--- src/rtl/alu_pkg.sv ---
`default_nettype none
// ============================================================================
//  Module   : alu_pkg
//  Purpose  : Operation codes shared by the ALU control decode, the execution
//             unit and its bench.
//  Contents : OP_W    - width of the Operation code
//             OP_*    - the six defined Operation codes
//  Revision : 1.0 - initial release
// ============================================================================
package alu_pkg;

    localparam int OP_W = 4;

    localparam logic [OP_W-1:0] OP_AND = 4'b0000;
    localparam logic [OP_W-1:0] OP_OR  = 4'b0001;
    localparam logic [OP_W-1:0] OP_ADD = 4'b0010;
    localparam logic [OP_W-1:0] OP_SUB = 4'b0110;
    localparam logic [OP_W-1:0] OP_SLT = 4'b0111;
    localparam logic [OP_W-1:0] OP_XOR = 4'b1100;

endpackage : alu_pkg
`default_nettype wire

--- src/rtl/alu_func.sv ---
`default_nettype none
// ============================================================================
//  Module   : alu_func
//  Purpose  : Purely combinational ALU function. Undefined Operation codes
//             give a zero result and raise illegal.
//  Ports    : op      in  [OP_W-1:0]   Operation code
//             a, b    in  [WIDTH-1:0]  operands
//             result  out [WIDTH-1:0]  function result
//             illegal out              op is not a defined code
//  Revision : 1.0 - initial release
// ============================================================================
module alu_func
    import alu_pkg::*;
#(
    parameter int WIDTH = 32
) (
    input  logic [OP_W-1:0]  op,
    input  logic [WIDTH-1:0] a,
    input  logic [WIDTH-1:0] b,
    output logic [WIDTH-1:0] result,
    output logic             illegal
);

    logic w_slt;

    assign w_slt = ($signed(a) < $signed(b));

    always_comb begin
        result  = '0;
        illegal = 1'b0;
        case (op)
            OP_AND:  result = a & b;
            OP_OR:   result = a | b;
            OP_ADD:  result = a + b;   // wraps modulo 2^WIDTH
            OP_SUB:  result = a - b;
            OP_SLT:  result = {{(WIDTH-1){1'b0}}, w_slt};
            OP_XOR:  result = a ^ b;
            default: illegal = 1'b1;
        endcase
    end

endmodule : alu_func
`default_nettype wire

--- src/rtl/alu_exec_unit.sv ---
`default_nettype none
// ============================================================================
//  Module   : alu_exec_unit
//  Purpose  : Two-stage pipelined execution ALU with valid/ready handshakes
//             on both sides. S1 registers the operand beat, S2 registers the
//             computed result and flags. Holds up to two beats.
//  Ports    : clk          in           clock, rising edge
//             rst          in           asynchronous active-high reset
//             in_valid     in           operand/op beat present
//             in_ready     out          unit can accept a beat this cycle
//             in_op        in  [OP_W]   Operation code
//             in_a, in_b   in  [WIDTH]  operands
//             out_valid    out          result beat present
//             out_ready    in           consumer accepts result
//             out_result   out [WIDTH]  ALU result
//             out_zero     out          out_result == 0
//             out_illegal  out          op was not a defined code
//  Revision : 1.0 - initial release
// ============================================================================
module alu_exec_unit
    import alu_pkg::*;
#(
    parameter int WIDTH = 32
) (
    input  logic             clk,
    input  logic             rst,
    input  logic             in_valid,
    output logic             in_ready,
    input  logic [OP_W-1:0]  in_op,
    input  logic [WIDTH-1:0] in_a,
    input  logic [WIDTH-1:0] in_b,
    output logic             out_valid,
    input  logic             out_ready,
    output logic [WIDTH-1:0] out_result,
    output logic             out_zero,
    output logic             out_illegal
);

    // S1 registers
    logic             r_s1_valid;
    logic [OP_W-1:0]  r_s1_op;
    logic [WIDTH-1:0] r_s1_a;
    logic [WIDTH-1:0] r_s1_b;

    // S2 registers
    logic             r_out_valid;
    logic [WIDTH-1:0] r_result;
    logic             r_zero;
    logic             r_illegal;

    logic             w_s2_free;
    logic             w_s1_adv;
    logic             w_accept;
    logic [WIDTH-1:0] w_result;
    logic             w_illegal;

    // S2 can take a beat when empty or when its beat leaves this cycle.
    assign w_s2_free = !r_out_valid || out_ready;
    assign w_s1_adv  = r_s1_valid && w_s2_free;
    // Depends only on registers and out_ready, never on in_valid.
    assign in_ready  = !r_s1_valid || w_s2_free;
    assign w_accept  = in_valid && in_ready;

    alu_func #(
        .WIDTH (WIDTH)
    ) u_alu_func (
        .op      (r_s1_op),
        .a       (r_s1_a),
        .b       (r_s1_b),
        .result  (w_result),
        .illegal (w_illegal)
    );

    // S1: a new beat may load in the same cycle the old one advances.
    always_ff @(posedge clk or posedge rst) begin
        if (rst) begin
            r_s1_valid <= 1'b0;
            r_s1_op    <= '0;
            r_s1_a     <= '0;
            r_s1_b     <= '0;
        end else if (w_accept) begin
            r_s1_valid <= 1'b1;
            r_s1_op    <= in_op;
            r_s1_a     <= in_a;
            r_s1_b     <= in_b;
        end else if (w_s1_adv) begin
            r_s1_valid <= 1'b0;
        end
    end

    // S2: data only changes on an advance, so it is held under backpressure
    // and keeps its last value once delivered.
    always_ff @(posedge clk or posedge rst) begin
        if (rst) begin
            r_out_valid <= 1'b0;
            r_result    <= '0;
            r_zero      <= 1'b0;
            r_illegal   <= 1'b0;
        end else if (w_s1_adv) begin
            r_out_valid <= 1'b1;
            r_result    <= w_result;
            r_zero      <= (w_result == '0);
            r_illegal   <= w_illegal;
        end else if (out_ready) begin
            r_out_valid <= 1'b0;
        end
    end

    assign out_valid   = r_out_valid;
    assign out_result  = r_result;
    assign out_zero    = r_zero;
    assign out_illegal = r_illegal;

endmodule : alu_exec_unit
`default_nettype wire

--- config.mk ---
export PLATFORM = sky130hd
export DESIGN_NAME = alu_exec_unit
export DESIGN_NICKNAME = d
export VERILOG_FILES = /design/src/rtl/alu_pkg.sv /design/src/rtl/alu_func.sv /design/src/rtl/alu_exec_unit.sv
export SDC_FILE = /design/constraint.sdc
export NUM_CORES = 1
export LEC_CHECK = 0
export CAP_MARGIN = 20
export CORE_UTILIZATION = 53
export DETAILED_ROUTE_END_ITERATION = 8
export GPL_ROUTABILITY_DRIVEN = 0
export PLACE_DENSITY_LB_ADDON = 0.3
export SYNTH_ARGS = -nofsm -noshare
export SYNTH_HDL_FRONTEND = slang
export SYNTH_SLANG_ARGS = --single-unit
export TNS_END_PERCENT = 1
--- constraint.sdc ---
create_clock -name clk -period 3.54 [get_ports clk]
set_clock_uncertainty 0.15 [all_clocks]
set_input_delay 0.531 -clock clk [delete_from_list [all_inputs] [get_ports clk]]
set_output_delay 0.531 -clock clk [all_outputs]
set_load 0.005 [all_outputs]
## Word-level counts from Yosys, hierarchy flattened

Index checks and enable logic that the tools add are counted.
W data, S select, Z words.

- $add $sub $neg: 2
- Magnitude comparators: 1
- Equality and inequality tests: 5
- Muxes and demuxes: 6
- Bitwise operators: 3
- Reduce and logical (&&, ||, !) cells: 11

Operator list:

| cell | count |
|---|---|
| $pmux W32 S6 | 1 |
| $add A32 B32 Y32 | 1 |
| $and A32 B32 Y32 | 1 |
| $logic_not A32 Y1 | 1 |
| $lt A32 B32 Y1 | 1 |
| $or A32 B32 Y32 | 1 |
| $sub A32 B32 Y32 | 1 |
| $xor A32 B32 Y32 | 1 |
| $eq A4 B3 Y1 const B | 2 |
| $reduce_or A6 Y1 | 1 |
| $mux W1 | 5 |
| $eq A4 B1 Y1 const B | 1 |
| $eq A4 B2 Y1 const B | 1 |
| $eq A4 B4 Y1 const B | 1 |
| $logic_not A4 Y1 | 1 |
| $reduce_bool A2 Y1 | 2 |
| $logic_and A1 B1 Y1 | 2 |
| $logic_not A1 Y1 | 2 |
| $logic_or A1 B1 Y1 | 2 |

- Bits in registers: 104
- Logic and storage cells: 36

## Longest topological paths before layout

- Depth in word-level cells: 5
- Depth in mapped cells: 14

## Modules after synthesis

From an unflattened synthesis, not the netlist that was laid out.

- Cell total of the unflattened synthesis: 1040
- Area total of the unflattened synthesis: 9286.4 um^2

Modules (own cells, without submodules):

| module | instances | cells an instance | area each (um^2) | sequential area each (um^2) |
|---|---|---|---|---|
| alu_func | 1 | 806 | 5223.8 | 0.0 |
| alu_exec_unit | 1 | 234 | 4062.6 | 2602.5 |

## Worst setup path before layout

No wires, ideal clock.

- Path type: reg2reg
- Start point: register r_s1_b[0]
- End point: register r_zero, in the netlist out_zero
- Library setup time: 0.092 ns
- Arrival: 3.503 ns
- Required time: 3.298 ns
- Slack: -0.205 ns
- Stages on the path, launching flop included: 14
- Clock period less this slack: 3.745 ns
- Cells stage by stage: dfrtp_1 > ha_1 > inv_1 > fa_1 > nand2b_1 > a21o_1 > a211oi_1 > o221ai_1 > or4_1 > or4_1 > or4b_1 > nor4_1 > nand3_1 > o31ai_2

- Longest elaborated chain between the ends: 3

Ends and longest elaborated chain:

| element | RTL line | RTL |
|---|---|---|
| from (decl) | alu_exec_unit.sv:43 | `logic [WIDTH-1:0] r_s1_b;` |
| from (signal assigned) | alu_exec_unit.sv:85 | `r_s1_b <= in_b;` |
| $sub A32 B32 Y32, or another cell as far along | alu_func.sv:35 | `OP_SUB: result = a - b;` |
| $pmux W32 S6 * | alu_func.sv:31 | `case (op)` |
| $logic_not A32 Y1 * | alu_exec_unit.sv:102 | `r_zero <= (w_result == '0);` |
| to (signal assigned) | alu_exec_unit.sv:102 |  |
| to (decl) | alu_exec_unit.sv:48 | `logic r_zero;` |

Mark *: on every way between the ends. The rest lies on a longest branch, timed or not.
A chain may end at the register's enable or synchronous reset.

## Final worst setup path

Ends and elaborated chain as after synthesis.

==> qor.csv <==
metric,value,unit
hpwlAfterDp,23.5,mm
status,"complete, but fails checks",
violations,negative setup slack,
grt_max_degree,61,
fin_area,12900,um2
switching_share,43.1,%
synthFlopType,dfrtp_1,
holdPathStages,2,
syn_nets,1341,
async_reset_ff_share,100,%
synth_area_per_cell,8.37,um2
slew_headroom,46.4,%
power.internal,3.90,mW
cts.clk_slew.worst_paths,80,ps
grt_pass1_vias,9761,
place_area,12500,um2
syn_to_final_growth,32.6,%
fin_crit_sh,109,%
root_buffer,clkbuf_16,
cts_made_buffers,9,
fin_cells,1659,
fill_cells,1348,
grt_use_total,33.2,%
crit_slowest_cell,or4_4,
ir_drop,0.376,mV
detail-route-antenna-nets,0,
yosysSeqAreaShare,26.7,%
final-setup-viol-count,4,
drc,0,
grt_overflow_total,0,
start_util,54.3,%
worst_setup_path_end_kind,register,
p_seq_share,22.8,%
worstPathCellList,ha_2 > inv_2 > fa_2 > nand2b_4 > a21o_1 > a211oi_2 > o221ai_2 > or4_4 > or4_4 > or4b_4 > nor4_2 > nand3_1 > o31ai_2,
grt_busiest_layer,met2,
grt_use_met2,51.7,%
worstPathArrival,4010,ps
max_freq,259,MHz
fin_ws,-328,ps
row_count,49,
routedWlPerCell,18.9,um
cts.sinks,104,
p_leak,5.90,nW
critPathMaxFanout,4,
holdCritStartpoint,out_result[20]$_DFFE_PP0P_,
hold_class,register to register,
pwr-share-comb,61.6,%
via_count,10500,
first_pass_iters,6,
reg2reg_depth,13,
dp.cells,1641,
critPathMostFrequentCell,or4_4,
wirelength,31.3,mm
finalHoldViolations,0,
drt_iter0_drc,1494,
antenna_found_initial,0,
chipHeight,138,um
ios,108,
fin_crit,3870,ps
hold_end,out_result[20]$_DFFE_PP0P_,
clk_latency,370,ps
netlist_area,9750,um2
synth-warning-count,0,
slew_viol_final,0,
rrSetupSlack,-330,ps
h-tree-depth,3,
p_sw,2.95,mW
grt_pass1_wl,48.9,mm
use_met1,43.8,%
synth_seq_cells,104,
rsz0062_at_grt,yes,
cap_violations,0,
rr_endpoint,out_zero$_DFFE_PP0P_,
synth_cells,1165,
reg2reg_from,r_s1_b[0]$_DFFE_PP0P_,
synth_cell_type_count,81,
cts_buffer_depth,2,
critical_path_required,3680,ps
power_density,529,nW/um2
hold_buffers,0,
viasPerCell,6.32,
portBuffers,107,
fin_nets,1601,
cts_tree,done,
worstSetupPathType,register to register,
die_w,138,um
synth_edf_count,0,
fp.coreArea,18000,um2
cpPeakStageDelay,560,ps
worstMarginPinSlew,799,ps
crit_path_start_kind,register,
use_met3,6.66,%
drive_above_1_share,25.0,%
power.share.clock,15.6,%
diodes,0,
die_area,18900,um2
==> timing repair <==
item,CTS,global route
pin swaps,9,4
setup buffers,2,0
endpoints found under the hold margin,0,0
resized for setup,16,15
endpoints found under the setup margin,6,10
==> metrics by stage <==
stage / total power [mW] / setup slack (ps) / hold slack, ps / TNS (ps) / utilization (%)
3_3_place_gp: 5.43 / -314 / 301 / -866 / 69.4
6_report: 6.84 / -328 / 330 / -738 / 72.0
3_5_place_dp: 5.53 / -469 / 317 / -1430 / 69.4
5_1_grt: 7.22 / -441 / 356 / -1080 / 72.0
2_1_floorplan: 3.79 / -45.0 / 313 / -45.0 / -
4_1_cts: 6.66 / -280 / 334 / -482 / 71.6
==> worst max path at each step <==
stage,startpoint,end
after floorplan,r_s1_b[0]$_DFFE_PP0P_,out_zero$_DFFE_PP0P_
after global placement,r_s1_a[1]$_DFFE_PP0P_,out_zero$_DFFE_PP0P_
after detailed placement,r_s1_a[1]$_DFFE_PP0P_,out_zero$_DFFE_PP0P_
after CTS,r_s1_b[0]$_DFFE_PP0P_,out_zero$_DFFE_PP0P_
after global routing,r_s1_b[0]$_DFFE_PP0P_,out_zero$_DFFE_PP0P_
final,r_s1_b[0]$_DFFE_PP0P_,out_zero$_DFFE_PP0P_
==> cells by family after synthesis <==
family | after synthesis | synth area share, %
AO/OA/AOI/OAI | 387 | 27.5
XOR/XNOR | 3 | 0.270
adder cells (fa/ha/maj) | 104 | 13.5
buffers and inverters | 169 | 6.69
flip-flops | 104 | 26.7
multiplexers | 77 | 8.81
AND/OR/NAND/NOR | 321 | 16.5
==> metal layers <==
metal	wire [um]	part of all wire [%]
met4	1420	4.5
met2	13800	44
met5	0	0
met1	12700	40
met3	3410	11
==> Yosys cell counts, types with 4 or more instances <==
library cell,instances,share of area (%)
a21oi_1,91,4.7
dfrtp_1,104,27
and3_1,13,0.83
o31a_1,6,0.54
mux2i_1,7,0.72
nand4_1,9,0.58
a31oi_1,12,0.77
nor3_1,21,1.1
inv_1,100,3.9
a211oi_1,31,2.4
nand2_1,76,2.9
and2_1,4,0.26
o21ai_0,74,3.8
nor2b_1,21,1.3
nor4_1,13,0.83
or2_2,6,0.39
a2111oi_0,4,0.36
buf_1,15,0.58
ha_1,102,13
o31ai_1,17,1.3
o21a_1,7,0.54
or3_1,7,0.45
a2111o_1,4,0.46
nand3_1,29,1.5
a41oi_1,4,0.36
clkbuf_1,42,1.6
nand2b_1,22,1.4
buf_2,8,0.41
o21bai_1,11,0.85
nor2_1,80,3.1
a211o_1,5,0.45
o2111ai_1,5,0.45
mux2_2,70,8.1
o211ai_1,19,1.5
o221ai_1,10,0.90
a21o_1,18,1.4
a221oi_1,7,0.63
a22o_1,14,1.3
==> power by group through the flow <==
stage | registers (mW) | clock network, mW | logic, mW
final | 1.56 | 1.07 | 4.22
after global routing | 1.59 | 1.12 | 4.51
after CTS | 1.56 | 1.08 | 4.03
after detailed placement | 1.58 | 0 | 3.95
after global placement | 1.56 | 0 | 3.87
after floorplan | 1.55 | 0 | 2.24
==> sequential cells by signal, indices dropped and copies added, names as in the netlist <==
| signal | cells |
|---|---|
| r_s1_a | 32 |
| r_s1_op | 4 |
| out_valid | 1 |
| r_s1_b | 32 |
| r_s1_valid | 1 |
| out_result | 32 |
| out_illegal | 1 |
| out_zero | 1 |
==> critical path, delay by kind of cell (launching register included) <==
family | cells | cell delay (ps)
flip-flops | 1 | 410
AO/OA/AOI/OAI | 4 | 680
buffers and inverters | 1 | 50
adder cells (fa/ha/maj) | 2 | 560
AND/OR/NAND/NOR | 6 | 1910
==> layout make-up <==
class / count / area, um2 / area share [%]
inverters: 102 / 385 / 2.98
flip-flops and latches: 104 / 2600 / 20.1
clock inverters: 6 / 76.3 / 0.590
clock buffers: 10 / 229 / 1.77
well taps: 229 / 287 / 2.22
multi-input cells: 892 / 6700 / 51.8
repair buffers: 316 / 2650 / 20.5
==> cell usage in the layout, fill, tap and decap left out, types with 14 or more instances in the layout <==
master	n
buf_4	208
clkdlybuf4s50_1	107
dfrtp_1	104
ha_1	99
inv_1	98
a21oi_1	90
nor2_1	77
nand2_1	75
o21ai_0	71
mux2_2	70
a211oi_1	29
nand3_1	28
nand2b_1	21
nor2b_1	21
nor3_1	20
o211ai_1	19
a21o_1	18
o31ai_1	16
a22o_1	14
No activity file was read; power rests on OpenSTA's default activity.
